<file path="src/rtl/bcd_display_pkg.sv">
// Shared constants and helpers for the BCD counter and its 7-segment displays.
// Segment patterns are active-low in gfedcba order.
package bcd_display_pkg;

    localparam int DIGIT_W = 4;
    localparam int SEG_W   = 7;

    localparam logic [SEG_W-1:0] SEG_0     = 7'b1000000;
    localparam logic [SEG_W-1:0] SEG_1     = 7'b1111001;
    localparam logic [SEG_W-1:0] SEG_2     = 7'b0100100;
    localparam logic [SEG_W-1:0] SEG_3     = 7'b0110000;
    localparam logic [SEG_W-1:0] SEG_4     = 7'b0011001;
    localparam logic [SEG_W-1:0] SEG_5     = 7'b0010010;
    localparam logic [SEG_W-1:0] SEG_6     = 7'b0000010;
    localparam logic [SEG_W-1:0] SEG_7     = 7'b1111000;
    localparam logic [SEG_W-1:0] SEG_8     = 7'b0000000;
    localparam logic [SEG_W-1:0] SEG_9     = 7'b0011000;
    localparam logic [SEG_W-1:0] SEG_BLANK = 7'b1111111;

    function automatic logic [DIGIT_W-1:0] bcd_clamp(input logic [DIGIT_W-1:0] nibble);
        return (nibble > 4'd9) ? 4'd9 : nibble;
    endfunction

endpackage

</file>
<file path="src/rtl/bcd_seg7_decoder.sv">
// Single-digit BCD to active-low 7-segment decoder with a blanking input.
// Non-decimal codes also show blank so a corrupted digit never lights a bogus glyph.
module bcd_seg7_decoder
    import bcd_display_pkg::*;
(
    input  logic [3:0] digit,
    input  logic       blank,
    output logic [6:0] segments
);

    always_comb begin
        segments = SEG_BLANK;
        if (!blank) begin
            case (digit)
                4'd0:    segments = SEG_0;
                4'd1:    segments = SEG_1;
                4'd2:    segments = SEG_2;
                4'd3:    segments = SEG_3;
                4'd4:    segments = SEG_4;
                4'd5:    segments = SEG_5;
                4'd6:    segments = SEG_6;
                4'd7:    segments = SEG_7;
                4'd8:    segments = SEG_8;
                4'd9:    segments = SEG_9;
                default: segments = SEG_BLANK;
            endcase
        end
    end

endmodule

</file>
<file path="src/rtl/bcd_tick_counter.sv">
// Enable-gated decimal event counter: rate divider, saturating BCD up/down count,
// parallel load, countdown-expiry pulse and per-digit 7-segment decode.
module bcd_tick_counter
    import bcd_display_pkg::*;
#(
    parameter int DIGITS        = 6,
    parameter int TICK_DIV      = 50_000_000,
    parameter int BLANK_LEADING = 1
) (
    input  logic                  clock,
    input  logic                  reset,
    input  logic                  enable,
    input  logic                  count_down,
    input  logic                  load,
    input  logic [4*DIGITS-1:0]   load_bcd,
    output logic [4*DIGITS-1:0]   bcd,
    output logic [7*DIGITS-1:0]   hex,
    output logic                  tick,
    output logic                  at_limit,
    output logic                  expired
);

    localparam int DIV_W = (TICK_DIV > 1) ? $clog2(TICK_DIV) : 1;
    localparam logic [DIV_W-1:0] DIV_RELOAD = DIV_W'(TICK_DIV - 1);
    localparam int BCD_W = DIGIT_W * DIGITS;

    logic [DIV_W-1:0]  div_q, div_d;
    logic [BCD_W-1:0]  bcd_q, bcd_d;
    logic              expired_q, expired_d;

    logic [BCD_W-1:0]  bcd_inc, bcd_dec, load_clamped;
    logic              is_zero, is_max;
    logic              tick_int;
    logic [DIGITS-1:0] lead_zero, blank;

    assign tick_int = enable && (div_q == '0);

    always_comb begin
        load_clamped = '0;
        for (int k = 0; k < DIGITS; k++) begin
            load_clamped[k*DIGIT_W +: DIGIT_W] = bcd_clamp(load_bcd[k*DIGIT_W +: DIGIT_W]);
        end
    end

    // Ripple carry: trailing 9s roll to 0 until the first digit that can absorb the +1.
    always_comb begin : inc_chain
        logic carry;
        bcd_inc = bcd_q;
        carry   = 1'b1;
        for (int k = 0; k < DIGITS; k++) begin
            if (carry) begin
                if (bcd_q[k*DIGIT_W +: DIGIT_W] == 4'd9) begin
                    bcd_inc[k*DIGIT_W +: DIGIT_W] = 4'd0;
                end else begin
                    bcd_inc[k*DIGIT_W +: DIGIT_W] = bcd_q[k*DIGIT_W +: DIGIT_W] + 4'd1;
                    carry = 1'b0;
                end
            end
        end
    end

    always_comb begin : dec_chain
        logic borrow;
        bcd_dec = bcd_q;
        borrow  = 1'b1;
        for (int k = 0; k < DIGITS; k++) begin
            if (borrow) begin
                if (bcd_q[k*DIGIT_W +: DIGIT_W] == 4'd0) begin
                    bcd_dec[k*DIGIT_W +: DIGIT_W] = 4'd9;
                end else begin
                    bcd_dec[k*DIGIT_W +: DIGIT_W] = bcd_q[k*DIGIT_W +: DIGIT_W] - 4'd1;
                    borrow = 1'b0;
                end
            end
        end
    end

    always_comb begin
        is_zero = (bcd_q == '0);
        is_max  = 1'b1;
        for (int k = 0; k < DIGITS; k++) begin
            if (bcd_q[k*DIGIT_W +: DIGIT_W] != 4'd9) begin
                is_max = 1'b0;
            end
        end
    end

    // Load wins over a coincident tick and restarts the divider period.
    always_comb begin
        div_d     = div_q;
        bcd_d     = bcd_q;
        expired_d = 1'b0;
        if (load) begin
            bcd_d = load_clamped;
            div_d = DIV_RELOAD;
        end else begin
            if (enable) begin
                div_d = (div_q == '0) ? DIV_RELOAD : div_q - DIV_W'(1);
            end
            if (tick_int) begin
                if (count_down) begin
                    if (!is_zero) begin
                        bcd_d     = bcd_dec;
                        expired_d = (bcd_dec == '0);
                    end
                end else if (!is_max) begin
                    bcd_d = bcd_inc;
                end
            end
        end
    end

    always_ff @(posedge clock) begin
        if (!reset) begin
            div_q     <= DIV_RELOAD;
            bcd_q     <= '0;
            expired_q <= 1'b0;
        end else begin
            div_q     <= div_d;
            bcd_q     <= bcd_d;
            expired_q <= expired_d;
        end
    end

    // A digit is a leading zero when it and every digit above it are zero.
    always_comb begin : blank_chain
        logic above_zero;
        lead_zero  = '0;
        blank      = '0;
        above_zero = 1'b1;
        for (int k = DIGITS - 1; k >= 0; k--) begin
            lead_zero[k] = above_zero && (bcd_q[k*DIGIT_W +: DIGIT_W] == 4'd0);
            above_zero   = lead_zero[k];
            blank[k]     = (BLANK_LEADING != 0) && (k != 0) && lead_zero[k];
        end
    end

    for (genvar g = 0; g < DIGITS; g++) begin : g_digit
        bcd_seg7_decoder u_decoder (
            .digit    (bcd_q[g*DIGIT_W +: DIGIT_W]),
            .blank    (blank[g]),
            .segments (hex[g*SEG_W +: SEG_W])
        );
    end

    assign bcd      = bcd_q;
    assign tick     = tick_int;
    assign at_limit = count_down ? is_zero : is_max;
    assign expired  = expired_q;

endmodule

</file>
<file path="config.mk">
export PLATFORM = sky130hd
export DESIGN_NAME = bcd_tick_counter
export DESIGN_NICKNAME = d
export VERILOG_FILES = /design/src/rtl/bcd_display_pkg.sv /design/src/rtl/bcd_seg7_decoder.sv /design/src/rtl/bcd_tick_counter.sv
export SDC_FILE = /design/constraint.sdc
export NUM_CORES = 1
export LEC_CHECK = 0
export CELL_PAD_IN_SITES_DETAIL_PLACEMENT = 0
export CELL_PAD_IN_SITES_GLOBAL_PLACEMENT = 2
export CORE_AREA = 5 5 150 152
export DETAILED_ROUTE_END_ITERATION = 16
export DIE_AREA = 0 0 155 157
export PLACE_DENSITY_LB_ADDON = 0.1
export SYNTH_ARGS = -nofsm -noshare
export SYNTH_HDL_FRONTEND = slang
export SYNTH_HIERARCHICAL = 1
export SYNTH_SLANG_ARGS = --single-unit
</file>
<file path="constraint.sdc">
create_clock -name clock -period 3.3 [get_ports clock]
set_input_delay 0.495 -clock clock [delete_from_list [all_inputs] [get_ports clock]]
set_output_delay 0.495 -clock clock [all_outputs]
set_load 0.02 [all_outputs]
</file>
==> impl_summary.log <==
INFO  metric final-seq-area = around 0.001 sq mm
INFO  metric run_status = finished clean
INFO  metric core-area = between 0.02 and 0.025 sq mm
INFO  metric post_synth_instance_area = 0.00518 sq mm
INFO  metric worst_setup_hold_path_clk_slew = 0.07 ns
INFO  metric synth_edf_count = 0
INFO  metric timing.critical_path.slowest_cell_delay = 0.68 ns
INFO  metric synth.avg_cell_area = 7.15 sq um
INFO  metric antenna_left = 0
INFO  metric clock_insertion_delay_worst_skew = between 0.3 and 0.4 ns
INFO  metric cts_inserted_buffers = 5
INFO  metric gp_routability_congestion = 0.776
INFO  metric static-leakage-power = 2.52 nW
INFO  metric timing.reg2reg.setup_slack = 0.36 ns
INFO  metric fin_ws = around 0.14 ns
INFO  metric start_util = between 20 and 25%
INFO  metric clock_path_buffers = 2
INFO  metric post-place-ws = 0.0688 ns
INFO  metric setup_tns = 0 ns
INFO  metric synth-main-ff-cell = sky130_fd_sc_hd__dfxtp_1
INFO  metric vias_in_the_first_global_route = between 5,000 and 6,000
INFO  metric path_max_fanout = 8
INFO  metric crit_family = simple AND/OR/NAND/NOR gates
INFO  metric critical_path.slowest_cell = sky130_fd_sc_hd__or4_1
INFO  metric endpoint_kind = output pin
INFO  metric timing.hold.worst.class = register to register
INFO  metric synth_top_area_cell = sky130_fd_sc_hd__dfxtp_1
INFO  metric clockRootBuffer = sky130_fd_sc_hd__clkbuf_16
INFO  metric path_cells = or4_1, or3_1, nor3_4, clkdlybuf4s50_1
INFO  metric setup_crit_start_kind = register
INFO  metric viasPerCell = ~5.0
INFO  metric cts.sinks = 51
INFO  metric critPathKind = register to output pin
INFO  metric yosys.area.top_type_share = 19.7%
INFO  metric fin_nets = 894
INFO  metric rows = 53
INFO  metric hold_viol_final = 0
INFO  metric grt_pass1_wl = 29,300 um
INFO  metric die_height = roughly 160 um
INFO  metric fin_worst_skew = 0.00901 ns
INFO  metric synthesis.instances = slightly above 700
INFO  metric num_io_pins = 98
INFO  metric final-max-slew-violation-count = 0
INFO  metric synth_async_sr_flop_share = 0%
INFO  metric ys_warn_count = 6
INFO  metric grt_usage = 14.7%
INFO  metric numPortBuffers = 97
INFO  metric detailed_place_hpwl = 13,800 um
INFO  metric grt_remaining_overflow = 0
INFO  metric setup_viol_count_final = 0
INFO  metric routed_wl = about 18,000 um
INFO  metric remaining_drc_errors = 0
INFO  metric die_x = 155 um
INFO  metric cp_data_arrival_time = 2.66 ns
INFO  metric final_core_utilization = 32.7%
INFO  metric area.growth.synth_to_final = 31.9%
INFO  metric drtPass1Iterations = 5
INFO  metric nFillCells = 2,276
INFO  metric layout.cells.most_common = sky130_fd_sc_hd__clkdlybuf4s50_1
INFO  metric diodes = 0
INFO  metric finalCriticalPeriod = 3.16 ns
INFO  metric post_synth_main_area_contributors = sky130_fd_sc_hd__dfxtp_1 20%, sky130_fd_sc_hd__ha_1 7.5%, sky130_fd_sc_hd__o21ai_0 5.0%
INFO  metric worst-endpoint-required = between 2 and 3 ns
INFO  metric multi_input_comb_area = 0.00379 sq mm
INFO  metric share_of_the_cycle_needed_by_the_critical_path_after_routing = 95.6%
INFO  metric worstPathBufferInverterCount = 1
INFO  metric antenna_found_initial = 0
INFO  metric number_of_storage_elements_in_the_synthesis_netlist = 51
INFO  metric dr_total_vias = 5,555
INFO  metric max-cap-violations = 0
INFO  metric routedWlPerCell = 16.5 um
INFO  metric vdd_drop_max = 0.000275 V
INFO  metric htreeDepth = 2
INFO  metric most_frequent_cells_in_the_layout = 93 x sky130_fd_sc_hd__clkdlybuf4s50_1, 64 x sky130_fd_sc_hd__nand2_1, 59 x sky130_fd_sc_hd__nor2_1, 52 x sky130_fd_sc_hd__o21ai_0, 52 x sky130_fd_sc_hd__buf_4
INFO  metric rsz_0062_raised_after_global_routing = false
INFO  metric final_layout_size_suffix_gt1_share = ~9.8%
INFO  metric first_iter_violations = about 250
INFO  metric cts_tree = yes
INFO  metric tightest_slew = 0.706 ns
INFO  metric maxSlewHeadroom = 51.7%
INFO  metric synth_seq_area_share = 19.7%
INFO  metric grt_start_max_net_pins = 26
INFO  metric fp.dieArea = around 0.024 sq mm
INFO  metric yosysUniqueCellTypes = 71
INFO  metric timing_limited_maximum_frequency = 317 MHz
INFO  metric power_density = 335 mW/mm^2
registers in the layout, summed over array words and instances (netlist names):
register,cells
bcd,24
expired,1
div_q,26
metal layers:
metal,track usage (%),share of wire [%]
met1,19.0,45
met2,25.5,49
met3,2.45,4.2
met4,3.83,1.7
met5,0,0
final cells by class:
cell class	count	area share (%)
multi-input cells	590	55.5
clock inverters	2	0.567
well taps	275	5.03
flip-flops and latches	51	14.9
repair buffers	149	20.1
clock buffers	6	1.89
inverters	37	2.03
through the flow:
stage          total power, mW  hold WS [ns]  cells  instance area [sq um]
2_1_floorplan             1.26         0.451    730                   5200
3_3_place_gp              1.68         0.465   1100                   6620
3_5_place_dp              1.68         0.474   1100                   6620
4_1_cts                   2.32         0.495   1109                   6810
5_1_grt                   2.42         0.511   1110                   6840
6_report                  2.29         0.492   1110                   6840
Yosys cell counts, drive strengths merged (6+ instances only):
cell	n
nand4	10
nand2	64
nand2b	36
nor3	16
a211oi	9
ha	31
nand3	16
nor2b	16
o21bai	7
o22ai	6
clkbuf	35
or3	10
o31ai	6
or4	8
inv	36
buf	17
xnor2	16
dfxtp	51
a31oi	11
o21a	16
o21ai	101
xor2	21
nor2	60
mux2i	7
nor4	14
a21oi	35
path summary, 6_finish.rpt:
kind,start,endpoint,cells after the start
max,div_q[14],tick,4
min,div_q[17],div_q[17],2
max reg2reg,bcd[4],bcd[21],8
min reg2reg,div_q[17],div_q[17],2
cell families (layout without fill, tap and decap cells):
family	count (synthesis)	in the layout	share of synthesized area [%]
fa+ha+maj	31	31	7.48
flops	51	51	19.7
simple gates	274	274	28.4
compound gates	235	235	28.8
buf+inv	89	194	7.99
mux	7	7	1.35
xor+xnor	37	37	6.25
other cells	1	6	0.0724
report_power, final:
group	switching (mW)	internal [mW]	leakage [nW]
Clock	0.258	0.362	0.0815
Sequential	0.0160	0.636	0.417
Combinational	0.580	0.440	2.02
worst register-to-register path: cells and delay by family (launching register included):
family	cells	cell delay (ns)
compound gates	4	1.08
flops	1	0.36
simple gates	2	0.95
buf+inv	2	0.44
what timing repair did:
item                                   CTS  global route
endpoints found under the hold margin    0             0
buffers inserted                         1             1
gates cloned                             0             0
setup endpoints to repair               22            20
gates resized for setup                  4             7
pin swaps                                1             1
hold buffers                             0             0
No activity file was read; power rests on OpenSTA's default activity.
